[src/rtl/sys_defs.svh]
// rtl/sys_defs.svh - shared system sizing macros and the FV bank to edge PE stream beat
`ifndef SYS_DEFS_SVH
`define SYS_DEFS_SVH

`define Max_FV_num   8
`define FV_bandwidth 16
`define Num_Edge_PE  4

typedef struct packed {
    logic                           valid;
    logic                           sos;
    logic                           eos;
    logic [$clog2(`Num_Edge_PE)-1:0] PE_tag;
    logic [`FV_bandwidth-1:0]       FV_data;
} FV_bank_CNTL2Edge_PE;

`endif

[src/rtl/fv_stream_rx_pkg.sv]
// rtl/fv_stream_rx_pkg.sv - widths and helpers shared by the feature-vector stream receiver
`include "sys_defs.svh"

package fv_stream_rx_pkg;

    localparam int MAX_FV_NUM = `Max_FV_num;
    localparam int VEC_W      = 8 * MAX_FV_NUM;
    localparam int BEAT_W     = `FV_bandwidth;
    localparam int BEAT_BYTES = BEAT_W / 8;
    localparam int NUM_W      = $clog2(MAX_FV_NUM) + 1;
    localparam int PE_W       = $clog2(`Num_Edge_PE);
    // One spare bit so overlong streams can keep counting past the buffer size.
    localparam int CNT_W      = NUM_W + 1;
    localparam int OFF_W      = CNT_W + 1;
    localparam int IN_W       = 3 + PE_W + BEAT_W;

    // Beats a well-formed stream of num bytes must contain.
    function automatic logic [CNT_W-1:0] beats_needed(input logic [NUM_W-1:0] num);
        return CNT_W'((int'(num) + BEAT_BYTES - 1) / BEAT_BYTES);
    endfunction

endpackage

[src/rtl/fv_pingpong_buf.sv]
// rtl/fv_pingpong_buf.sv - two feature-vector buffers with full flags and push/pop selects
`include "sys_defs.svh"

module fv_pingpong_buf
    import fv_stream_rx_pkg::*;
(
    input  logic              clk,
    input  logic              reset,
    input  logic              clr,
    input  logic              wr_en,
    input  logic [OFF_W-1:0]  wr_off,
    input  logic [BEAT_W-1:0] wr_data,
    input  logic              push,
    output logic              wr_full,
    input  logic              rd_ready,
    output logic              rd_valid,
    output logic [VEC_W-1:0]  rd_vec
);

    logic [VEC_W-1:0] buf_q [2];
    logic [1:0]       full_q;
    logic             wsel_q;
    logic             rsel_q;
    logic [VEC_W-1:0] wvec;
    logic             pop;

    assign wr_full  = full_q[wsel_q];
    assign rd_valid = full_q[rsel_q];
    assign rd_vec   = buf_q[rsel_q];
    assign pop      = rd_valid && rd_ready;

    // Next contents of the write buffer: optional clear, then the beat bytes overlaid.
    always_comb begin
        wvec = clr ? '0 : buf_q[wsel_q];
        if (wr_en) begin
            for (int i = 0; i < MAX_FV_NUM; i++) begin
                for (int j = 0; j < BEAT_BYTES; j++) begin
                    if (i == int'(wr_off) + j) begin
                        wvec[8*i +: 8] = wr_data[8*j +: 8];
                    end
                end
            end
        end
    end

    // Buffer storage plus flags; a push and a pop always land on different buffers.
    always_ff @(posedge clk or posedge reset) begin
        if (reset) begin
            buf_q[0] <= '0;
            buf_q[1] <= '0;
            full_q   <= '0;
            wsel_q   <= 1'b0;
            rsel_q   <= 1'b0;
        end else begin
            if (clr || wr_en) begin
                buf_q[wsel_q] <= wvec;
            end
            if (push) begin
                full_q[wsel_q] <= 1'b1;
                wsel_q         <= ~wsel_q;
            end
            if (pop) begin
                full_q[rsel_q] <= 1'b0;
                rsel_q         <= ~rsel_q;
            end
        end
    end

endmodule

[src/rtl/fv_stream_rx.sv]
// rtl/fv_stream_rx.sv - receives tagged two-byte beats and assembles feature vectors
`include "sys_defs.svh"

module fv_stream_rx
    import fv_stream_rx_pkg::*;
#(
    parameter logic [PE_W-1:0] PE_ID = '0
) (
    input  logic                clk,
    input  logic                reset,
    input  FV_bank_CNTL2Edge_PE FV_bank_CNTL2Edge_PE_in,
    input  logic [NUM_W-1:0]    Num_FV,
    input  logic                fv_ready,
    output logic                fv_valid,
    output logic [VEC_W-1:0]    fv_vec,
    output logic                busy,
    output logic                drop_err,
    output logic                len_err
);

    typedef enum logic [1:0] {IDLE, RECV, DISCARD} state_t;

    state_t            state_q, state_d;
    logic [CNT_W-1:0]  cnt_q, cnt_d;
    logic              drop_q, len_q;
    logic              set_drop, set_len;
    logic              accept, do_start, close_req;
    logic [CNT_W-1:0]  close_cnt;
    logic              buf_clr, buf_wr, buf_push, wr_full;
    logic [OFF_W-1:0]  wr_off;
    logic [BEAT_W-1:0] wr_data;

    assign accept   = FV_bank_CNTL2Edge_PE_in.valid && (FV_bank_CNTL2Edge_PE_in.PE_tag == PE_ID);
    assign busy     = (state_q != IDLE);
    assign drop_err = drop_q;
    assign len_err  = len_q;

    // Zero any beat byte that lands at or beyond the vector length.
    always_comb begin
        wr_data = '0;
        for (int j = 0; j < BEAT_BYTES; j++) begin
            if (int'(wr_off) + j < int'(Num_FV)) begin
                wr_data[8*j +: 8] = FV_bank_CNTL2Edge_PE_in.FV_data[8*j +: 8];
            end
        end
    end

    // Next state, beat counter and buffer controls.
    always_comb begin
        state_d   = state_q;
        cnt_d     = cnt_q;
        set_drop  = 1'b0;
        set_len   = 1'b0;
        do_start  = 1'b0;
        close_req = 1'b0;
        close_cnt = cnt_q;
        buf_clr   = 1'b0;
        buf_wr    = 1'b0;
        buf_push  = 1'b0;
        wr_off    = '0;

        case (state_q)
            IDLE: begin
                if (accept) begin
                    if (FV_bank_CNTL2Edge_PE_in.sos) do_start = 1'b1;
                    else                             set_len  = 1'b1;
                end
            end
            RECV: begin
                if (accept) begin
                    if (FV_bank_CNTL2Edge_PE_in.sos) begin
                        // A new stream aborts the partial one and restarts below.
                        set_len  = 1'b1;
                        do_start = 1'b1;
                    end else begin
                        if (int'(cnt_q) * BEAT_BYTES + BEAT_BYTES <= MAX_FV_NUM) begin
                            buf_wr = 1'b1;
                            wr_off = OFF_W'(int'(cnt_q) * BEAT_BYTES);
                        end else begin
                            set_len = 1'b1;
                        end
                        if (cnt_q != '1) cnt_d = cnt_q + 1'b1;
                        if (FV_bank_CNTL2Edge_PE_in.eos) begin
                            close_req = 1'b1;
                            close_cnt = cnt_d;
                            state_d   = IDLE;
                        end
                    end
                end
            end
            DISCARD: begin
                if (accept && FV_bank_CNTL2Edge_PE_in.eos) state_d = IDLE;
            end
            default: state_d = IDLE;
        endcase

        if (do_start) begin
            if (!wr_full) begin
                buf_clr = 1'b1;
                buf_wr  = 1'b1;
                wr_off  = '0;
                cnt_d   = CNT_W'(1);
                if (FV_bank_CNTL2Edge_PE_in.eos) begin
                    close_req = 1'b1;
                    close_cnt = CNT_W'(1);
                    state_d   = IDLE;
                end else begin
                    state_d = RECV;
                end
            end else begin
                // A single-beat stream is already over, so there is nothing to skip.
                set_drop = 1'b1;
                state_d  = FV_bank_CNTL2Edge_PE_in.eos ? IDLE : DISCARD;
            end
        end

        if (close_req) begin
            if (close_cnt == beats_needed(Num_FV)) buf_push = 1'b1;
            else                                   set_len  = 1'b1;
        end
    end

    // FSM state, beat counter and sticky error flags.
    always_ff @(posedge clk or posedge reset) begin
        if (reset) begin
            state_q <= IDLE;
            cnt_q   <= '0;
            drop_q  <= 1'b0;
            len_q   <= 1'b0;
        end else begin
            state_q <= state_d;
            cnt_q   <= cnt_d;
            if (set_drop) drop_q <= 1'b1;
            if (set_len)  len_q  <= 1'b1;
        end
    end

    fv_pingpong_buf u_buf (
        .clk      (clk),
        .reset    (reset),
        .clr      (buf_clr),
        .wr_en    (buf_wr),
        .wr_off   (wr_off),
        .wr_data  (wr_data),
        .push     (buf_push),
        .wr_full  (wr_full),
        .rd_ready (fv_ready),
        .rd_valid (fv_valid),
        .rd_vec   (fv_vec)
    );

endmodule

[config.mk]
export PLATFORM = sky130hd
export DESIGN_NAME = fv_stream_rx
export DESIGN_NICKNAME = d
export VERILOG_FILES = /design/src/rtl/fv_stream_rx_pkg.sv /design/src/rtl/fv_pingpong_buf.sv /design/src/rtl/fv_stream_rx.sv
export VERILOG_INCLUDE_DIRS = /design/src /design/src/rtl
export SDC_FILE = /design/constraint.sdc
export NUM_CORES = 1
export LEC_CHECK = 0
export ABC_AREA = 1
export BUFFER_PORTS_ARGS = -buffer_cell sky130_fd_sc_hd__buf_2
export CAP_MARGIN = 25
export CORE_ASPECT_RATIO = 1.75
export CORE_MARGIN = 1.5
export CORE_UTILIZATION = 54
export CTS_CLUSTER_SIZE = 30
export DETAILED_ROUTE_END_ITERATION = 16
export MAX_ROUTING_LAYER = met4
export PLACE_DENSITY = 0.77
export SYNTH_ARGS = -nofsm -noshare
export SYNTH_HDL_FRONTEND = slang
export SYNTH_SLANG_ARGS = --single-unit
[constraint.sdc]
create_clock -name clk -period 4.4 [get_ports clk]
set_clock_uncertainty 0.05 [all_clocks]
set_input_delay 0.44 -clock clk [delete_from_list [all_inputs] [get_ports clk]]
set_output_delay 0.44 -clock clk [all_outputs]
set_load 0.01 [all_outputs]
After elaboration in Yosys (flattened, before gate mapping):

Index checks and enable logic that the tools add are counted.

* flip-flop bits (word level): 141
* latch bits: 0
* bits in writable memories: 0
* bits in read-only memories: 0
* input bits: 28
* output and inout bits: 68
* logic and storage cells: 167
* memories kept: 0

* add/subtract/negate cells: 6
* multiply operators: 0
* div/mod/pow operators: 0
* $lt $le $gt $ge: 10
* eq/ne operators: 23
* shift operators: 0
* multiplexer cells: 97
* bitwise operators: 8
* reductions and logical operators: 14

Operator list (count)
* two-way mux 64 bit: 9
* two-way mux 8 bit: 18
* bitwise mux 128 bit: 1
* equality test 4 x 32 -> 1 bit, first input constant: 4
* two-way mux 5 bit: 13
* demux 64 bit (select 1 bit): 1
* equality test 3 x 32 -> 1 bit, first input constant: 2
* logical NOT 32 bit: 2
* two-way mux 1 bit: 36
* two-way mux 6 bit: 6
* equality test 2 x 32 -> 1 bit, first input constant: 1
* less-than comparator 32 x 5 -> 1 bit: 1
* equality test 4 x 6 -> 1 bit, first input constant: 4
* two-way mux 2 bit: 9
* equality test 3 x 6 -> 1 bit, first input constant: 2
* inequality test 3 bit, second input constant: 4
* adder 6 x 1 -> 7 bit, second input constant: 1
* adder 6 x 2 -> 7 bit, second input constant: 1
* less-or-equal comparator 7 x 4 -> 1 bit, second input constant: 1
* equality test 2 x 6 -> 1 bit, first input constant: 1
* logical AND 1 bit: 6
* less-than comparator 6 x 4 -> 1 bit: 1
* one-hot mux 2 bit (3 select lines): 1
* subtractor 5 x 1 -> 6 bit, second input constant: 1
* other kinds (25): 32

Logic depth before layout (Yosys ltp):

* depth in word-level cells: 15
* mapped depth: 21
* gate-level depth less buffers: 20

Modules after synthesis:

A second synthesis with hierarchy kept.

* cells, all modules: 1486
* area total of the unflattened synthesis: 9392.8 um^2

By module, submodules not included
* fv_pingpong_buf: times used 1, cells an instance 1293, area each 8236.6 um^2, seq. area each 3303.2 um^2
* fv_stream_rx: times used 1, cells an instance 193, area each 1156.1 um^2, seq. area each 225.2 um^2

Least setup slack after synthesis:

No wires, ideal clock.

* path kind: register to register
* from: reg cnt_q[0]
* to: reg u_buf.buf_q[72] (netlist name)
* setup time: 66 ps
* data arrival time: 2868 ps
* required time: 4284 ps
* setup slack: 1417 ps
* stages on the path, launching flop included: 20
* path buffers: 1
* period minus slack after synthesis: 2983 ps
* cells stage by stage: dfrtp_1 ha_1 nand2_1 nor2_1 inv_1 ha_1 nor2_1 nand3_2 nor2_4 nand2_4 nor3_1 ha_1 a21oi_1 nand3_2 nor2_4 buf_4 nand2_1 nand2_1 nand3_1 nand2_1

* word-level cells in the longest chain between the ends: 14
* elaborated cells between the ends (all ways): 26
* those cells by class: 2 x add/sub; 3 x order compare; 2 x eq/ne; 18 x mux; 1 x reduce/logical

RTL lines
* start: declaration: RTL line fv_stream_rx.sv:24 `logic [CNT_W-1:0] cnt_q, cnt_d;`
* start signal: assignment: RTL line fv_stream_rx.sv:132 `cnt_q <= cnt_d;`
* adder 6 x 2 -> 7 bit: RTL line fv_stream_rx.sv:76 `if (int'(cnt_q) * BEAT_BYTES + BEAT_BYTES <= MAX_FV_NUM) begin`
* less-or-equal comparator 7 x 4 -> 1 bit: RTL line fv_stream_rx.sv:76
* two-way mux 6 bit: RTL line fv_stream_rx.sv:76
* two-way mux 6 bit: RTL line fv_stream_rx.sv:71 `if (FV_bank_CNTL2Edge_PE_in.sos) begin`
* two-way mux 6 bit: RTL line fv_stream_rx.sv:70 `if (accept) begin`
* two-way mux 6 bit: RTL line fv_stream_rx.sv:62 `case (state_q)`
* two-way mux 6 bit: RTL line fv_stream_rx.sv:98 `if (!wr_full) begin`
* two-way mux 6 bit: RTL line fv_stream_rx.sv:97 `if (do_start) begin`
* adder 6 x 1 -> 7 bit / less-than comparator 6 x 4 -> 1 bit (equally long branches): RTL line fv_pingpong_buf.sv:38, fv_stream_rx.sv:42
* less-than comparator 32 x 5 -> 1 bit / two-way mux 8 bit (equally long branches): RTL line fv_stream_rx.sv:42 `if (int'(wr_off) + j < int'(Num_FV)) begin`
* two-way mux 8 bit, on equally long branches: RTL line fv_stream_rx.sv:42, fv_pingpong_buf.sv:38
* two-way mux 8 bit: RTL line fv_pingpong_buf.sv:38 `if (i == int'(wr_off) + j) begin`
* two-way mux 64 bit: RTL line fv_pingpong_buf.sv:35 `if (wr_en) begin`
* bitwise mux 128 bit: RTL line fv_pingpong_buf.sv:56 `buf_q[wsel_q] <= wvec;`
* end signal: indexed assignment: RTL line fv_pingpong_buf.sv:56
* end: declaration: RTL line fv_pingpong_buf.sv:20 `logic [VEC_W-1:0] buf_q [2];`

Several ways; a longest one is shown, not always the timed one.
A chain may end at the register's enable or synchronous reset.

Worst setup path in the final report:

* from: reg cnt_q[0]
* to: reg u_buf.buf_q[123] (netlist name)

Same word-level chain as after synthesis.

==> summary.txt <==
Clock tree
  • Cts repair resizes: 0
  • Reg clk slew, reported paths: approximately 60 ps
  • Clk_lat worst skew: 420 ps
  • CTS tree: built
  • Cts hold-fix bufs: 0
  • CTS max path bufs: 2
  • Root Buffer: clkbuf_16
  • # clock sinks: between 100 and 150
  • CTS H-tree depth: 4
  • Postcts setup bufs: 0
  • TritonCTS buffer count: 17

Global routing
  • Vias in the first global route: 8494
  • Largest net degree at the start of global routing: 103
  • Gr ovfl total: 0
  • Initial antenna violation count: 1
  • First-pass GRT wire length: 42.57 mm
  • Tot GR Track Use: 0.3289

Outcome
  • Status: finished clean

Worst setup path
  • Startpoint types: register
  • CP Capture Type: register
  • CP Cell Sequence: ha_1 > nand2_1 > nor2_1 > inv_1 > ha_1 > nor2_1 > nand3_2 > nor2_4 > nand2_4 > nor3_1 > ha_1 > a21oi_1 > nand3_2 > nor2_4 > nand3_1 > nand2_1 > nand2_1 > nand2_1
  • Reg2Reg Setup Slack: 700 ps
  • Worst EP required: 4710 ps
  • Crit path max-delay cell type: dfrtp_1
  • Highest net fanout along the worst path: 25
  • CP dominant cell by count: nand2_1
  • Crit path arrival time: 4010 ps
  • WS Path Type: reg2reg
  • CP max stage delay: 520 ps
  • Cell family with most CP delay: simple AND/OR/NAND/NOR gates
  • WP buf/inv: 1

Floorplan
  • # IOs: 96
  • Row cnt: 61
  • Die height: 172.0 µm
  • Initial Util: 0.5525
  • Die W: 99.58 µm
  • Core Region: roughly 16000 µm²
  • Die area: 17130 µm²

Placed design
  • Post-DP HPWL: between 15 and 20 mm
  • Gpl congestion: approximately 0.94
  • Placed Area: 9289 µm²
  • Port Buffer Count: 95

Timing
  • Final Critical Period: 3698 ps
  • Crit share post-route: 0.8405
  • Relative slew margins: 0.3070
  • Final Max Tran Viols: 0
  • F_max: 270.4 MHz
  • Final hold violation count: 0
  • RSZ-0062 raised after global routing: false
  • Setup Viol. Count Final: 0
  • Final TNS setup: 0 ps
  • Fin Hold WS: 60.87 ps
  • Worst Tran Pin Value: approximately 1000 ps

Cells and area
  • Syn-to-layout area delta: 12.75%
  • NumNets Final: 1443
  • Fraction of layout cells with a size suffix above 1: 0.1268
  • Fin area: 9937 µm²

Power
  • Cell area power density: 433.0 nW/µm²
  • Worst VDD drop: approximately 0.27 mV
  • Pleak: between 5 and 6 nW

Route
  • Avg WL per Cell: 16.57 µm
  • DR vias: slightly above 9000
  • Initial drt markers: 754
  • DRT Wirelength: ~27 mm
  • DRT antenna net count: 0
  • Avg Vias per Cell: 5.642
  • DR pass1 iterations: 5
  • # DRC: 0

Synthesis
  • Area of the mapped netlist: between 8000 and 9000 µm²
  • Post-synth EDFFs: 0
  • Synth unique cells: 33
  • Synth Instances: 1354
  • Sequential element share of the synthesized area: 0.4003
  • Yosys reg bits: 141
  • Top FF cell, synth: dfrtp_1
  • Synth async-reset ratio: 1.000
  • Syn Area/Cell: 6.509 µm²
  • Synth warnings: 0
  • Synthesized net count: ~1400

Run
  • Max Cap Viol: 0

Min path
  • Hold WC Path Type: in2async
power breakdown:
group / switching [mW] / internal (mW)
logic: 0.747 / 0.282
clock network: 0.588 / 1.01
registers: 0.266 / 1.41
total: 1.60 / 2.70
state kept, by name, indices dropped and copies added (netlist names):
signal and cells:
u_buf.buf_q 128, cnt_q 5, state_q 2, u_buf.full_q 2, drop_err 1, len_err 1, u_buf.rsel_q 1, u_buf.wsel_q 1
Yosys cell counts (8+ instances only):
cell,n,share of area
nand2_1,651,0.28
dfrtp_1,141,0.40
nand3_1,120,0.068
o21ai_0,116,0.066
inv_1,101,0.043
nor2_1,58,0.025
clkbuf_1,38,0.016
a21oi_1,27,0.015
buf_2,22,0.012
nand3_2,14,0.016
ha_1,9,0.013
nand4_1,8,0.0057
worst reg2reg max path: cells and delay by family (launching register included):
family / cells / cell delay (ps)
simple gates: 13 / 2090
fa+ha+maj: 3 / 760
flops: 1 / 520
compound gates: 1 / 160
buf+inv: 1 / 60
kinds of logic (layout without fill, tap and decap cells):
family | after synthesis | count (layout) | share of synthesized area
adder cells (fa/ha/maj) | 9 | 9 | 0.01278
buffers and inverters | 182 | 247 | 0.08660
AND/OR/NAND/NOR | 869 | 869 | 0.4103
flip-flops | 141 | 141 | 0.4003
XOR/XNOR | 3 | 3 | 0.002982
AO/OA/AOI/OAI | 150 | 150 | 0.08702
other | 0 | 1 | 0
path summary, 6_finish.rpt:
check,from,to,cells after the start
worst max-delay path,cnt_q[0],u_buf.buf_q[123],18
worst min-delay path,reset,u_buf.buf_q[38],2
worst max register to register,cnt_q[0],u_buf.buf_q[123],18
worst min register to register,len_err,len_err,2
max in group asynchronous,reset,u_buf.buf_q[89],3
min in group clk,FV_bank_CNTL2Edge_PE_in[18],state_q[1],2
cell type report:
type,count,area [µm²]
clock inverter,13,212.7
timing repair buffer,106,558.0
fill,1489,6015
multi-input combinational,1031,4537
clock buffer,19,432.9
sequential,141,3536
tap,189,236.5
antenna,1,2.502
inverter,109,421.7
metrics by stage:
stage | cells | setup slack [ps] | util | power [mW]
floorplan | 1354 | 128.8 | - | 2.366
global placement | 1576 | 815.6 | 0.5823 | 2.686
detailed placement | 1576 | 764.0 | 0.5823 | 2.703
CTS | 1608 | 765.2 | 0.6228 | 4.298
global route | 1609 | 410.2 | 0.6230 | 4.529
finish | 1609 | 701.6 | 0.6230 | 4.302
layout by cell type (no fill, tap or decap), drive strengths merged:
cell	instances
nand3	134
o22ai	2
ha	9
nand3b	1
xnor2	1
clkbuf	19
nor3	1
bufinv	5
xor2	2
o32ai	1
buf	106
o21ai	119
o31ai	1
a21oi	27
dfrtp	141
diode	1
nand4	9
or2	1
inv	112
nand2	656
nor2	67
clkinv	5
routing by layer:
layer  wire length, µm  vias to the layer above  track usage
met3              1743                      105      0.04446
met1             10120                     4231       0.3851
met2             13380                      403       0.5482
met4              1418                        0       0.1788
li1                  -                     4339            -
met5                 0                        -            -
Power figures use the tool's default switching activity.
